**src/rtl/ofifo_collector_if.sv**
```systemverilog
`default_nettype none
// ============================================================================
// Module   : ofifo_collector_if
// Brief    : Lane push / row pop bus between the systolic array south edge,
//            the column re-alignment buffer and the downstream row consumer.
// Revision : 1.0 - initial release
// ============================================================================
interface ofifo_collector_if #(
  parameter int COL = 8,
  parameter int BW  = 16
);
  logic [COL-1:0]    wr;
  logic [COL*BW-1:0] in;
  logic              rd;
  logic [COL*BW-1:0] out;
  logic              o_valid;
  logic              o_full;
  logic              o_overflow;

  modport master (
    output wr, in, rd,
    input  out, o_valid, o_full, o_overflow
  );

  modport slave (
    input  wr, in, rd,
    output out, o_valid, o_full, o_overflow
  );
endinterface
`default_nettype wire

```
**src/rtl/ofifo_collector.sv**
```systemverilog
`default_nettype none
// ============================================================================
// Module   : ofifo_collector
// Brief    : Per-column output FIFOs that re-align skewed partial sums and
//            release one full row per accepted read (1-cycle registered out).
//            Optional macro OFIFO_RELU_EN applies ReLU to captured words.
// Revision : 1.0 - initial release
// ============================================================================
module ofifo_collector #(
  parameter int COL   = 8,
  parameter int BW    = 16,
  parameter int DEPTH = 16
) (
  input  wire logic         clk,
  input  wire logic         reset,
  ofifo_collector_if.slave  bus
);
  localparam int           c_AW      = $clog2(DEPTH);
  localparam logic [c_AW:0] c_PTR_ONE = {{c_AW{1'b0}}, 1'b1};

  logic [COL-1:0] w_full;
  logic [COL-1:0] w_empty;
  logic           w_pop;
  logic           w_drop;
  logic           r_overflow;

  assign bus.o_valid    = ~|w_empty;
  assign bus.o_full     = |w_full;
  assign w_pop          = bus.rd & bus.o_valid;
  // A pop on a full lane frees its slot on the same edge, so that push is kept.
  assign w_drop         = |(bus.wr & w_full & ~{COL{w_pop}});
  assign bus.o_overflow = r_overflow;

  always_ff @(posedge clk or negedge reset) begin
    if (!reset) begin
      r_overflow <= 1'b0;
    end else if (w_drop) begin
      r_overflow <= 1'b1;
    end
  end

  for (genvar i = 0; i < COL; i++) begin : g_lane
    logic [c_AW:0]   r_wr_ptr;
    logic [c_AW:0]   r_rd_ptr;
    logic [BW-1:0]   r_mem [DEPTH];
    logic [BW-1:0]   r_out;
    logic [BW-1:0]   w_head;
    logic [BW-1:0]   w_cap;
    logic            w_push;

    assign w_full[i]  = (r_wr_ptr[c_AW] != r_rd_ptr[c_AW]) &&
                        (r_wr_ptr[c_AW-1:0] == r_rd_ptr[c_AW-1:0]);
    assign w_empty[i] = (r_wr_ptr == r_rd_ptr);
    assign w_push     = bus.wr[i] & (~w_full[i] | w_pop);
    assign w_head     = r_mem[r_rd_ptr[c_AW-1:0]];

`ifdef OFIFO_RELU_EN
    assign w_cap = w_head[BW-1] ? '0 : w_head;
`else
    assign w_cap = w_head;
`endif

    always_ff @(posedge clk or negedge reset) begin
      if (!reset) begin
        r_wr_ptr <= '0;
        r_rd_ptr <= '0;
        r_out    <= '0;
      end else begin
        if (w_push) begin
          r_wr_ptr <= r_wr_ptr + c_PTR_ONE;
        end
        if (w_pop) begin
          r_rd_ptr <= r_rd_ptr + c_PTR_ONE;
          r_out    <= w_cap;
        end
      end
    end

    // Storage is not reset; stale words are unreachable once pointers clear.
    always_ff @(posedge clk) begin
      if (w_push) begin
        r_mem[r_wr_ptr[c_AW-1:0]] <= bus.in[i*BW +: BW];
      end
    end

    assign bus.out[i*BW +: BW] = r_out;
  end
endmodule
`default_nettype wire

```
**src/flat_wrapper.sv**
```systemverilog
// flat-port wrapper written by rule: the top's interface ports become plain ports
module ofifo_collector_flat 
#(
  parameter int COL   = 8,
  parameter int BW    = 16,
  parameter int DEPTH = 16
)
  (clk, reset, bus_wr, bus_in, bus_rd, bus_out, bus_o_valid, bus_o_full, bus_o_overflow);
  ofifo_collector_if #(.COL(COL), .BW(BW)) bus_i ();
  input  wire logic clk;
  input  wire logic reset;
  input wire logic [$bits(bus_i.wr)-1:0] bus_wr;
  input wire logic [$bits(bus_i.in)-1:0] bus_in;
  input wire logic [$bits(bus_i.rd)-1:0] bus_rd;
  output wire logic [$bits(bus_i.out)-1:0] bus_out;
  output wire logic [$bits(bus_i.o_valid)-1:0] bus_o_valid;
  output wire logic [$bits(bus_i.o_full)-1:0] bus_o_full;
  output wire logic [$bits(bus_i.o_overflow)-1:0] bus_o_overflow;
  assign bus_i.wr = bus_wr;
  assign bus_i.in = bus_in;
  assign bus_i.rd = bus_rd;
  assign bus_out = bus_i.out;
  assign bus_o_valid = bus_i.o_valid;
  assign bus_o_full = bus_i.o_full;
  assign bus_o_overflow = bus_i.o_overflow;
  ofifo_collector #(.COL(COL), .BW(BW), .DEPTH(DEPTH)) u_core (.clk(clk), .reset(reset), .bus(bus_i));
endmodule
```
**config.mk**
```make
export PLATFORM = sky130hd
export DESIGN_NAME = ofifo_collector_flat
export DESIGN_NICKNAME = d
export VERILOG_FILES = /design/src/rtl/ofifo_collector_if.sv /design/src/rtl/ofifo_collector.sv /design/src/flat_wrapper.sv
export SDC_FILE = /design/constraint.sdc
export NUM_CORES = 2
export LEC_CHECK = 0
export BUFFER_PORTS_ARGS = -buffer_cell sky130_fd_sc_hd__buf_2
export CAP_MARGIN = 20
export CELL_PAD_IN_SITES_DETAIL_PLACEMENT = 1
export CELL_PAD_IN_SITES_GLOBAL_PLACEMENT = 1
export CORE_AREA = 8 8 401 403
export CTS_CLUSTER_DIAMETER = 120
export CTS_CLUSTER_SIZE = 20
export DETAILED_ROUTE_END_ITERATION = 16
export DIE_AREA = 0 0 409 411
export HOLD_SLACK_MARGIN = 0.1
export PLACE_DENSITY_LB_ADDON = 0.1
export SETUP_SLACK_MARGIN = 0.15
export SYNTH_ARGS = -nofsm -noshare
export SYNTH_HDL_FRONTEND = slang
export SYNTH_SLANG_ARGS = --single-unit
```
**constraint.sdc**
```tcl
create_clock -name clk -period 8.18 [get_ports clk]
set_input_delay 0.409 -clock clk [delete_from_list [all_inputs] [get_ports clk]]
set_output_delay 0.409 -clock clk [all_outputs]
set_load 0.02 [all_outputs]
```
==> results_dict.tcl <==
set metrics [dict create \
    finalCritPeriodShare_pct 64.4 \
    cts_tree "built" \
    numCtsBuffers 130 \
    ctsLongestPathBuffers 3 \
    synth.lib_cells_used.distinct 45 \
    clock_sink_count 2257 \
    ir_drop_mv 0.353 \
    setup_viol 0 \
    routed_wl_um 201000 \
    syn2layout_area_growth_pct 11.7 \
    first_global_vias 43556 \
    htree_levels 4 \
    final_cell_count_no_fill 6500 \
    die_w_um 409 \
    design.final.nets 4510 \
    run_status "finished, final reports clean" \
    synth_nets 4024 \
    grt_pass1_wl_um 297000 \
    floorplan.die_area_um2 168000 \
    synthFlopType "sky130_fd_sc_hd__edfxtp_1" \
    critical_path.top_delay_family "simple AND/OR/NAND/NOR gates" \
    worstHoldPathType "in2async" \
    layout.cells.most_common "sky130_fd_sc_hd__edfxtp_1" \
    time_the_final_worst_path_needs_with_i_o_delays_and_setup_ns 5.27 \
    gpl.final_weighted_congestion 0.770 \
    crit_arrival_ns 5.75 \
    crit_chain "xor2_1 -> nor4_1 -> a22o_1 -> or4_2 -> buf_4 -> inv_6 -> a21boi_2 -> buf_4 -> nor4b_2 -> buf_4" \
    worstSetupPathType "reg2reg" \
    final.setup.tns_ns 0 \
    post_route_cells_drive_above_1_share_pct 32.7 \
    die_h_um 411 \
    grt_antenna_before_repair 20 \
    setup.reg_to_reg.worst_slack_ns 2.91 \
    critPathLaunchType "register" \
    post-place-cells 6118 \
    worst-endpoint-required_ns 8.67 \
    yosysTopAreaCellShare_pct 70.3 \
    drt.antenna.violating_nets 0 \
    synth.yosys.seq_area_share_pct 76.3 \
    fillers 12340 \
    drc 0 \
    route.detailed.wl_per_inst_um 30.8 \
    gr-total-overflow 0 \
    hold_slack_ns 0.158 \
    ys_seq_elements 2257 \
    grtUsageTotal_pct 23.8 \
    launch_point_of_the_worst_reg_to_reg_path "u_core.g_lane[7].r_rd_ptr[3]$_DFFE_PN0N_" \
    place_hpwl_um 118000 \
    timing.max_cap.violations 0 \
    power_leakage_nw 31.4 \
    timing_worst_slew_pin_value_ns 1.03 \
    synth.cell_area_um2 87400 \
    clock.fmax_mhz 190 \
    highest_count_cells_in_the_layout_ignoring_fill_and_taps "sky130_fd_sc_hd__edfxtp_1 (2,048), sky130_fd_sc_hd__mux4_2 (640), sky130_fd_sc_hd__buf_2 (268)" \
    worst_clock_skew_ns 0.0264 \
    cpMostUsedCell "sky130_fd_sc_hd__buf_4" \
    vias 40529 \
    relative_slew_slack_pct 31.2 \
    timing.critical_path.buf_inv 4 \
    yosysTopAreaCell "sky130_fd_sc_hd__edfxtp_1" \
    core_um2 155000 \
    postSynthCellCount 3845 \
    number_of_enable_type_register_cells_in_the_synthesized_netlist 2048 \
    worst_path_max_fanout 21 \
    via_to_cell_ratio 6.24 \
    place.port_buffers 269 \
    grt_setup_unrepaired "false" \
    clock_insertion_delay_worst_skew_ns 0.79 \
    power-per-cell-area_nw_per_um2 340 \
    yosysWarnings 0 \
    maxSlewViolCount 0 \
    ys_top_cells_by_area "sky130_fd_sc_hd__edfxtp_1 (70%), sky130_fd_sc_hd__mux4_2 (16%), sky130_fd_sc_hd__dfrtp_1 (6.0%)" \
    final_core_utilization_pct 63.1 \
    drt-pass1-iter-count 5 \
    pre_cts_ws_ns 2.86 \
    timing.critical_path.depth 10 \
    start_util_pct 56.5 \
    crit_path_end_kind "register" \
    rows 145 \
    critical_path.reg2reg.endpoint "u_core.g_lane[7].r_mem[2][12]$_DFFE_PP_" \
    setup_ws_ns 2.91 \
    cts_root_buf "sky130_fd_sc_hd__clkbuf_16" \
    hold_viol_final 0 \
    async_flop_share_pct 9.26 \
    reg2regPathDepth 10 \
    clkSlewWorstSetupHoldPaths_ns 0.08 \
    cell_with_the_biggest_individual_delay_on_the_critical_path "sky130_fd_sc_hd__dfrtp_1" \
    num_io_pins 270 \
    worst_path_largest_cell_delay_ns 1.02 \
    detailedRoute.firstIterationViolations 4053 \
    synthesis.area_per_instance_um2 22.7 \
    grt_start_max_net_pins 114 \
]
==> cell usage after synthesis, types with 2 or more instances <==
library cell,instances
sky130_fd_sc_hd__nor4_1,28
sky130_fd_sc_hd__o211ai_1,30
sky130_fd_sc_hd__mux2_2,60
sky130_fd_sc_hd__or3_1,14
sky130_fd_sc_hd__nand2_1,95
sky130_fd_sc_hd__nor2b_1,6
sky130_fd_sc_hd__o22ai_1,2
sky130_fd_sc_hd__xor2_1,40
sky130_fd_sc_hd__mux2_1,76
sky130_fd_sc_hd__buf_4,11
sky130_fd_sc_hd__nand4_1,7
sky130_fd_sc_hd__buf_6,9
sky130_fd_sc_hd__mux4_2,640
sky130_fd_sc_hd__inv_1,28
sky130_fd_sc_hd__a21boi_1,6
sky130_fd_sc_hd__nand2b_1,18
sky130_fd_sc_hd__nor3_1,118
sky130_fd_sc_hd__a22o_1,3
sky130_fd_sc_hd__o221ai_1,23
sky130_fd_sc_hd__or2_2,7
sky130_fd_sc_hd__nand3_1,45
sky130_fd_sc_hd__buf_1,26
sky130_fd_sc_hd__buf_2,52
sky130_fd_sc_hd__o2bb2ai_1,2
sky130_fd_sc_hd__ha_1,40
sky130_fd_sc_hd__and2_1,4
sky130_fd_sc_hd__clkbuf_1,130
sky130_fd_sc_hd__o21ai_0,16
sky130_fd_sc_hd__nor4b_1,6
sky130_fd_sc_hd__edfxtp_1,2048
sky130_fd_sc_hd__dfrtp_1,209
sky130_fd_sc_hd__nand3b_1,2
sky130_fd_sc_hd__xnor2_1,32
==> repair_timing <==
| item | CTS | global route |
|---|---|---|
| resized for setup | 0 | 0 |
| setup buffers | 0 | 0 |
| hold buffers | 137 | 0 |
| endpoints found under the hold margin | 2145 | 0 |
==> metal layers <==
metal	track usage (%)	routed length (um)
met5	0	27
met4	4.88	3590
met3	3.48	10000
met2	40.7	103000
met1	33.3	83600
==> registers in the layout (all words and copies together) (netlist names) <==
name / count
u_core.bus.o_overflow: 1
u_core.g_lane.r_rd_ptr: 40
u_core.g_lane.r_wr_ptr: 40
u_core.g_lane.r_out: 128
u_core.g_lane.r_mem: 2048
==> where the power goes <==
part	leakage (nW)	switching, mW	internal [mW]
clock	1.81	3.56	3.14
combinational	8.63	6.01	5.20
sequential	20.9	1.09	14.2
==> worst max-delay path by stage <==
| stage | from | end |
|---|---|---|
| CTS | u_core.g_lane[2].r_rd_ptr[3]$_DFFE_PN0N_ | u_core.g_lane[7].r_mem[2][8]$_DFFE_PP_ |
| global placement | u_core.g_lane[2].r_rd_ptr[3]$_DFFE_PN0N_ | u_core.g_lane[7].r_mem[3][14]$_DFFE_PP_ |
| global route | u_core.g_lane[7].r_rd_ptr[3]$_DFFE_PN0N_ | u_core.g_lane[7].r_mem[2][13]$_DFFE_PP_ |
| finish | u_core.g_lane[7].r_rd_ptr[3]$_DFFE_PN0N_ | u_core.g_lane[7].r_mem[2][12]$_DFFE_PP_ |
| detailed placement | u_core.g_lane[2].r_rd_ptr[3]$_DFFE_PN0N_ | u_core.g_lane[7].r_mem[2][13]$_DFFE_PP_ |
| floorplan | u_core.g_lane[7].r_rd_ptr[3]$_DFFE_PN0N_ | u_core.g_lane[7].r_mem[1][0]$_DFFE_PP_ |
==> kinds of logic after synthesis <==
| family | synth area share [%] |
|---|---|
| xor gates and xnor gates | 0.721 |
| and+or+nand+nor | 2.07 |
| DFF | 76.3 |
| muxes | 18.2 |
| AOI/OAI and AO/OA | 0.746 |
| buffers and inverters | 1.33 |
| adders and majority gates | 0.572 |
==> final cells by class <==
type                    count  area, um^2  area share, %
inverters                  30         118          0.120
multi-input cells        1329       20200           20.7
clock inverters             5        47.5         0.0487
diodes                     11        27.5         0.0282
repair buffers            583        4130           4.23
well taps                2058        2570           2.64
flip-flops and latches   2257       66800           68.4
clock buffers             227        3740           3.83
==> through the flow <==
step	cell area [um^2]	total power, mW
after global placement	92300	26.6
after detailed placement	92400	26.9
after CTS	97600	33.7
after floorplan	87400	23.1
final	97600	33.2
after global routing	97600	34.7
No activity file was read; power rests on OpenSTA's default activity.
